===== src/rtl/bcd_score_counter.sv =====
// Packed-BCD game score counter with BCD increment, saturate/wrap overflow,
// session high-score register and leading-zero blanking mask.
module bcd_score_counter #(
    parameter int unsigned DIGITS   = 5,
    parameter bit          SATURATE = 1'b1
) (
    input  logic                  clk,
    input  logic                  clr,
    input  logic                  en,
    input  logic [3:0]            inc,
    input  logic                  restart,
    input  logic                  game_over,
    output logic [4*DIGITS-1:0]   q,
    output logic [4*DIGITS-1:0]   best,
    output logic                  ovf,
    output logic                  new_best,
    output logic [DIGITS-1:0]     blank
);

    localparam logic [4*DIGITS-1:0] ALL_NINES = {DIGITS{4'h9}};

    logic [3:0]          amt;
    logic [4*DIGITS-1:0] sum;
    logic                carry;
    logic [4:0]          dsum;

    assign amt = (inc > 4'd9) ? 4'd9 : inc;

    // Single-cycle ripple: each digit adds the incoming carry, corrects past 9.
    always_comb begin
        sum   = '0;
        carry = 1'b0;
        dsum  = '0;
        for (int unsigned d = 0; d < DIGITS; d++) begin
            dsum = {1'b0, q[4*d +: 4]} + {4'd0, carry};
            if (d == 0)
                dsum = dsum + {1'b0, amt};
            if (dsum > 5'd9) begin
                dsum  = dsum - 5'd10;
                carry = 1'b1;
            end else begin
                carry = 1'b0;
            end
            sum[4*d +: 4] = dsum[3:0];
        end
    end

    always_comb begin
        logic upper_zero;
        upper_zero = 1'b1;
        blank      = '0;
        for (int unsigned i = DIGITS - 1; i >= 1; i--) begin
            upper_zero = upper_zero && (q[4*i +: 4] == 4'd0);
            blank[i]   = upper_zero;
        end
    end

    always_ff @(posedge clk or posedge clr) begin
        if (clr) begin
            q        <= '0;
            best     <= '0;
            ovf      <= 1'b0;
            new_best <= 1'b0;
        end else begin
            new_best <= 1'b0;
            if (game_over && (q > best)) begin
                best     <= q;
                new_best <= 1'b1;
            end
            // Commit above samples pre-edge q, so a simultaneous restart still clears.
            if (restart) begin
                q   <= '0;
                ovf <= 1'b0;
            end else if (en && !game_over) begin
                if (carry) begin
                    ovf <= 1'b1;
                    q   <= SATURATE ? ALL_NINES : sum;
                end else begin
                    q <= sum;
                end
            end
        end
    end

endmodule


===== config.mk =====
export PLATFORM = sky130hd
export DESIGN_NAME = bcd_score_counter
export DESIGN_NICKNAME = d
export VERILOG_FILES = /design/src/rtl/bcd_score_counter.sv
export SDC_FILE = /design/constraint.sdc
export NUM_CORES = 1
export LEC_CHECK = 0
export ABC_AREA = 0
export BUFFER_PORTS_ARGS = -buffer_cell sky130_fd_sc_hd__buf_2
export CAP_MARGIN = 30
export CORE_ASPECT_RATIO = 1.5
export CORE_UTILIZATION = 45
export CTS_CLUSTER_DIAMETER = 120
export DETAILED_ROUTE_END_ITERATION = 10
export HOLD_SLACK_MARGIN = 0.05
export PLACE_DENSITY = 0.69
export SLEW_MARGIN = 20
export SYNTH_ARGS = -nofsm -noshare
export SYNTH_HDL_FRONTEND = slang
export SYNTH_SLANG_ARGS = --single-unit

===== constraint.sdc =====
create_clock -name clk -period 7.3 [get_ports clk]
set_clock_uncertainty 0.05 [all_clocks]
set_input_delay 1.095 -clock clk [delete_from_list [all_inputs] [get_ports clk]]
set_output_delay 1.095 -clock clk [all_outputs]
set_load 0.01 [all_outputs]

# == Yosys cells after proc, flatten, opt, wreduce, memory -nomap -nowiden ==
# Index checks and enable logic that the tools add are counted.
# op_classes
reduce_logical,13
add_sub_neg,10
n_mux,18
n_lt_le_gt_ge,7
# op_table
cell,count
$mux W20,3
$gt A5 B4 Y1 const B,5
$mux W4,6
$add A4 B1 Y5,4
$gt A20 B20 Y1,1
$sub A4 B4 Y4 const B,5
$logic_not A4 Y1,4
$mux W1,9
$add A4 B4 Y5,1
$logic_and A1 B1 Y1,5
$gt A4 B4 Y1 const B,1
$reduce_bool A2 Y1,2
$reduce_and A2 Y1,1
$logic_not A1 Y1,1
# word_totals
ff_bits,42
word_cells,52
output_inout_bits,47
input_bits,9

# == Logic depth before layout (Yosys ltp) ==
# Gate-level depths: netlist of the first run.
# depth
ltp_word,20
ltp_mapped,32

# == Worst setup path after synthesis of the first run ==
# No wires, ideal clock.
# synth_timing
path_kind,input port to flip-flop
startpoint,input port inc[2]
endpoint,register q[2]
stages,31
setup_time_ns,0.104
path_buffers,0
t_arrival_ns,6.872
path_slack_ns,0.275
path_cell_list,o21ai_0 nand2b_1 ha_1 inv_1 fa_1 xor2_1 nand2_1 a21oi_1 inv_1 ha_1 ha_1 o21ai_1 or2_1 a2bb2oi_2 ha_1 ha_1 o21ai_1 or2_1 a2bb2oi_2 ha_1 ha_1 o21ai_1 or2_1 a2bb2oi_2 ha_1 ha_1 nand2b_1 a31oi_2 o31ai_4 a2111o_1 o311ai_1
# synth_via
elab_chain_len,20
# synth_lines
element,line_no,text
start: declaration,10,"input logic [3:0] inc,"
$gt A4 B4 Y1,27,assign amt = (inc > 4'd9) ? 4'd9 : inc;
$mux W4 (*),27,
$add A4 B4 Y5 (*),37,"dsum = dsum + {1'b0, amt};"
$gt A5 B4 Y1,38,if (dsum > 5'd9) begin
$mux W1,38,
$add A4 B1 Y5,35,"dsum = {1'b0, q[4*d +: 4]} + {4'd0, carry};"
$gt A5 B4 Y1,38,
$mux W1,38,
(+4 left out),--,
$gt A5 B4 Y1,38,
$mux W1,38,
$add A4 B1 Y5,35,
$gt A5 B4 Y1,38,
$mux W1,38,
$mux W20 (*),75,if (carry) begin
$mux W20 (*),74,end else if (en && !game_over) begin
$mux W20 (*),71,if (restart) begin
end signal: assignment,77,q <= SATURATE ? ALL_NINES : sum;
end signal: assignment,79,q <= sum;
end: declaration,13,"output logic [4*DIGITS-1:0] q,"
# Mark *: on every way between the ends. The rest lies on a longest branch, timed or not. The select of a mux whose other input is x is not followed.
# A chain may end at the register's enable or synchronous reset.

# == Worst setup path in the final report of the first run ==
# layout_timing
startpoint,input port inc[3]
endpoint,register q[18]
# layout_via
elab_chain_len,20
# layout_lines
element,line_no
$gt A4 B4 Y1,27
$mux W4 (*),27
$add A4 B4 Y5 (*),37
$gt A5 B4 Y1 (*),38
$mux W1 (*),38
$add A4 B1 Y5 (*),35
$gt A5 B4 Y1 (*),38
$mux W1 (*),38
(+4 left out),--
$gt A5 B4 Y1 (*),38
$mux W1 (*),38
$add A4 B1 Y5 (*),35
$sub A4 B4 Y4 / $gt A5 B4 Y1 (equally long branches),"39, 38"
$mux W4 / $mux W1 (equally long branches),38
$mux W20 (*),75
$mux W20 (*),74
$mux W20 (*),71
# Marks and branches as above.

==> impl_metrics.toml, run 1 <==
[synth]
synthSimpleGateAreaFrac_pct = 17.6
synth_top_family_by_area = "compound AO/OA/AOI/OAI gates"
synth-compound-area-share_pct = 22.5
async_flop_share_pct = 100
synth_nets = 406
synth_cell_type_count = 52
synthFlopType = "dfrtp_1"
yosys_warnings = 0
synth.yosys.seq_area_share_pct = 33.3
syn_area_per_cell_sq_um = 8.78
synth-xor-area-share_pct = 3.05
syn_area_sq_mm = 0.00316
synth_edf_count = 0
ys_ff_latch = 42
synth_fa_ha_area_share_pct = 14.9
synth_mux_area_share_pct = 1.94
synth_cells = 360

[floorplan]
dieArea_sq_mm = 0.00737
placementRows = 37
ios = 56
die_y_um = 105
coreArea_sq_mm = 0.00681
fp.dieW_um = 70.4
start_util_pct = 46.4

[place]
dp_hpwl_um = 5960
placed_area_sq_mm = 0.00352
portBuffers = 54
place.gp.congestion = 0.873

[clocking]
clk_pin_slew_ns = 0.09
cts_buffer_depth = 2
clock_latency_ns = 0.30
cts_tree = "done"
numCtsBuffers = 5
cts_root_buffer = "clkbuf_8"
htreeDepth = 2
cts_sinks = 42
cts_hold_buf = 0

[job]
drv_cap = 0

[route]
routed_wirelength_um = 8370
num_vias = 2903
routedWlPerCell_um = 17.0
drtIter0Drc = 183
drt-pass1-iter-count = 4
detail-route-antenna-nets = 0
drcViolationCount = 0
vias_per_cell = 5.89

[timing]
setup_violations = 0
hold_viol_final = 0
tightestPinTransition_ns = 0.843
period_minus_slack_ns = 6.86
fmax_mhz = 146
post-route-period-util_pct = 93.9
relSlewSlack_pct = 43.7
final_max_slew_viol_count = 0

[setup_path]
crit_slowest_cell = "o31ai_4"
r2r_slack_ns = 1.07
critPathKind = "in -> reg"
cpPeakStageDelay_ns = 0.54
cp_max_fo = 10
cp_data_arrival_time_ns = 7.00
worstPathRequired_ns = 7.45
cp-start-kind = "primary input"
endpoint_kind = "register"
path_common_cell = "ha_1"

[finish]
drive_above_1_share_pct = 22.4
syn_to_final_growth_pct = 16.4
fin_util_pct = 54.1
antenna_cells = 0
fin_nets = 460
final_common_cell = "buf_2"
stdcell_area_sq_mm = 0.00368
mostFrequentLayoutCells = "54 x buf_2, 42 x dfrtp_1, 34 x nand2_1, 34 x ha_1, 31 x o21ai_0"

[power_and_ir_drop]
power.switching_uw = 321
leakagePower_uw = 0.00172
p_int_uw = 486
pwr-share-seq_pct = 35.6
switching_share_pct = 39.8
combPwrFrac_pct = 40.4
power.density_mw_per_mm2 = 219
clkPwrFrac_pct = 23.9
peakVddDrop_mv = 0.185

[grt]
overflow = 0
grt_pass1_wl_um = 14000
grt_max_degree = 43
antenna_found_initial = 0
track_usage_pct = 23.9
grt_pass1_vias = 2973

[run_status]
status = "finished clean"

[hold_path]
hp-class = "reg -> reg"
## stage by stage
stage	worst slack, ns	TNS (ns)	hold WS, ns	power [uW]	instances
after global placement	0.171	0	0.460	605	484
final	0.445	0	0.463	806	493
after CTS	0.245	0	0.470	806	492
after detailed placement	-0.0190	-0.0463	0.451	612	484
after global routing	-0.0215	-0.0244	0.527	859	493
after floorplan	0.275	0	0.479	526	360
## critical path: cells and delay by family
family          cells  cell delay [ns]
simple gates        5             0.73
compound gates     12             1.99
fa+ha+maj          10             2.62
xor+xnor            1             0.21
buf+inv             4             0.35
## timing repair
item | in CTS | in global routing
resized for setup | 0 | 7
setup endpoints to repair | 0 | 19
buffers inserted | 0 | 1
endpoints found under the hold margin | 0 | 0
## worst paths after layout
check                             from      end  cells after the start
worst min-delay path               ovf      ovf                      2
max in group asynchronous          clr  best[0]                      3
min in group asynchronous          clr  best[9]                      3
worst max-delay path            inc[3]    q[18]                     32
worst max register to register    q[0]    q[18]                     29
worst min register to register     ovf      ovf                      2
## metal layers
layer / up-vias / global-route usage [%] / part of all wire, % / wire [um]
met5: - / 0 / 0 / 0
met4: 0 / 9.14 / 2.2 / 182
met3: 11 / 2.70 / 3.9 / 327
met2: 81 / 42.7 / 51 / 4290
met1: 1420 / 28.8 / 43 / 3560
li1: 1391 / - / - / -
## state kept, by name, indices dropped and copies added (netlist names)
signal and count:
best 20, new_best 1, ovf 1, q 20
## Yosys cell counts, types with 3 or more instances
cell type / number / area share [%]
dfrtp_1: 42 / 33
ha_1: 36 / 14
nand2_1: 34 / 4.0
o21ai_0: 32 / 5.1
inv_1: 30 / 3.6
o22ai_1: 21 / 4.2
nor2_1: 15 / 1.8
a21oi_1: 14 / 2.2
nand2b_1: 12 / 2.4
nor3_1: 12 / 1.9
clkbuf_1: 9 / 1.1
xnor2_1: 8 / 2.2
buf_2: 6 / 0.95
nand3_1: 6 / 0.95
a211oi_1: 5 / 1.2
a22o_1: 5 / 1.4
mux2i_1: 5 / 1.6
nor2b_1: 5 / 0.99
nor4_1: 4 / 0.79
o21ai_1: 4 / 0.63
a2bb2oi_2: 3 / 1.4
and2_1: 3 / 0.59
and4_1: 3 / 0.83
buf_4: 3 / 0.71
nand4_1: 3 / 0.59
nor2_2: 3 / 0.59
o31ai_1: 3 / 0.71
or2_1: 3 / 0.59
xor2_1: 3 / 0.83
## power by group through the flow
stage	registers (uW)	logic [uW]	clock network (uW)
detailed placement	292	319	0
finish	287	326	193
CTS	288	321	197
global placement	292	313	0
floorplan	298	228	0
global route	292	359	209
## cell families after synthesis
group / count (synthesis)
and+or+nand+nor: 107
AOI/OAI and AO/OA: 106
buffers and inverters: 50
DFF: 42
adders and majority gates: 37
xor gates and xnor gates: 11
muxes: 6
other: 1
## cell type report
type / instances / area (sq um)
tap: 78 / 97.6
inverter: 30 / 113
multi-input combinational: 268 / 1940
sequential: 42 / 1050
timing repair buffer: 67 / 368
clock inverter: 3 / 43.8
clock buffer: 5 / 68.8
fill: 629 / 3130
No activity file was read; power rests on OpenSTA's default activity.
==> run 2: changes to the inputs <==
REMOVE_ABC_BUFFERS = 1   (was unset)
==> impl_metrics.toml, run 2 (synthesis results as in run 1) <==
[floorplan]
placementRows = 37
start_util_pct = 46.4
dieArea_sq_mm = 0.00737
fp.dieW_um = 70.4
ios = 56
die_y_um = 105
coreArea_sq_mm = 0.00681

[timing]
fmax_mhz = 144
tightestPinTransition_ns = 0.836
setup_violations = 0
hold_viol_final = 0
final_max_slew_viol_count = 0
tns_ns = 0
period_minus_slack_ns = 6.95
relSlewSlack_pct = 44.1
layout_setup_ws_ns = 0.352
post-route-period-util_pct = 95.2

[route]
vias_per_cell = 5.89
drt-pass1-iter-count = 4
drtIter0Drc = 222
num_vias = 2918
detail-route-antenna-nets = 0
routedWlPerCell_um = 17.0
routed_wirelength_um = 8400
drcViolationCount = 0

[finish]
drive_above_1_share_pct = 23.7
antenna_cells = 0
syn_to_final_growth_pct = 18.3
fin_nets = 463
stdcell_area_sq_mm = 0.00374
top_regs = "best x20, q x20"
mostFrequentLayoutCells = "55 x buf_2, 42 x dfrtp_1, 33 x nand2_1, 32 x ha_1"
final_common_cell = "buf_2"
fin_cells = 495

[grt]
track_usage_pct = 23.4
antenna_found_initial = 0
grt_max_degree = 43
grt_pass1_wl_um = 13800
grt_pass1_vias = 2967
overflow = 0

[power_and_ir_drop]
peakVddDrop_mv = 0.161
power.density_mw_per_mm2 = 216
leakagePower_uw = 0.00172
combPwrFrac_pct = 40.4
pwr-share-seq_pct = 35.7
p_int_uw = 494
power.switching_uw = 313
clkPwrFrac_pct = 23.9
switching_share_pct = 38.7

[setup_path]
r2r_slack_ns = 0.97
timing.rr.start = "q[0]"
rr_worst_depth = 30
cp_data_arrival_time_ns = 7.10
cpLargestDelayFamily = "adder cells"
worstPathRequired_ns = 7.45
path_common_cell = "ha_1"
critPathBufInv = 5
cp_max_fo = 5
r2r_end = "q[2]"
cp-start-kind = "primary input"
crit_slowest_cell = "fa_1"
cpPeakStageDelay_ns = 0.42
endpoint_kind = "register"
critPathKind = "in -> reg"

[place]
place.gp.congestion = 0.853
portBuffers = 54
placed_area_sq_mm = 0.00349
placed_cells = 480
dp_hpwl_um = 5870
pre_cts_ws_ns = -0.109

[clocking]
htreeDepth = 2
clk_pin_slew_ns = 0.08
cts_buffer_depth = 2
clock_latency_ns = 0.31
cts_tree = "done"
cts_hold_buf = 0
numCtsBuffers = 5
cts_root_buffer = "clkbuf_8"
cts_sinks = 42

[hold_path]
hp-class = "reg -> reg"
hold_path_end = "ovf"
hold-path-cell-count = 2
min_from = "ovf"

[run_status]
status = "finished clean"

[job]
drv_cap = 0
==> run 2: metrics by stage <==
| stage | utilization (%) | total power, uW | hold WS (ns) |
|---|---|---|---|
| after floorplan | - | 501 | 0.479 |
| after global placement | 51.3 | 602 | 0.430 |
| after global routing | 54.9 | 857 | 0.518 |
| final | 54.9 | 807 | 0.453 |
| after detailed placement | 51.3 | 609 | 0.442 |
| after CTS | 53.0 | 804 | 0.462 |
==> run 2: final cells by class <==
type	count	area, sq um
Multi-Input combinational cell	268	1980
Clock buffer	6	82.6
Timing Repair Buffer	70	388
Inverter	30	113
Clock inverter	1	30.0
Tap cell	78	97.6
Fill cell	622	3070
Sequential cell	42	1050
==> run 2: worst max-delay path by stage <==
stage / from / endpoint / cells past startpoint
final: inc[3] / q[2] / 33
after global routing: inc[3] / q[2] / 33
after floorplan: inc[2] / q[2] / 31
after CTS: inc[3] / q[2] / 32
after global placement: inc[3] / q[2] / 32
after detailed placement: inc[3] / q[2] / 32
==> run 2: power by group through the flow <==
stage          clock network, uW  registers (uW)  logic, uW
2_1_floorplan                  0             299        203
3_3_place_gp                   0             292        310
3_5_place_dp                   0             292        317
4_1_cts                      197             288        318
5_1_grt                      204             292        360
6_report                     193             288        326
==> run 2: tightest hold or removal path: stages (launching register included) <==
cell     delay, ns
dfrtp_1       0.35
a21oi_1       0.04
nor2_1        0.08
==> run 2: metal layers <==
metal	GRT usage (%)	vias to the layer above	wire length, um
li1	-	1405	-
met1	29.0	1398	3570
met2	39.2	96	4200
met3	3.47	19	379
met4	11.3	0	254
met5	0	-	0
==> run 2: timing repair <==
action,in CTS,in global routing
endpoints found under the setup margin,0,20
setup buffers,0,8
gates resized for setup,0,15
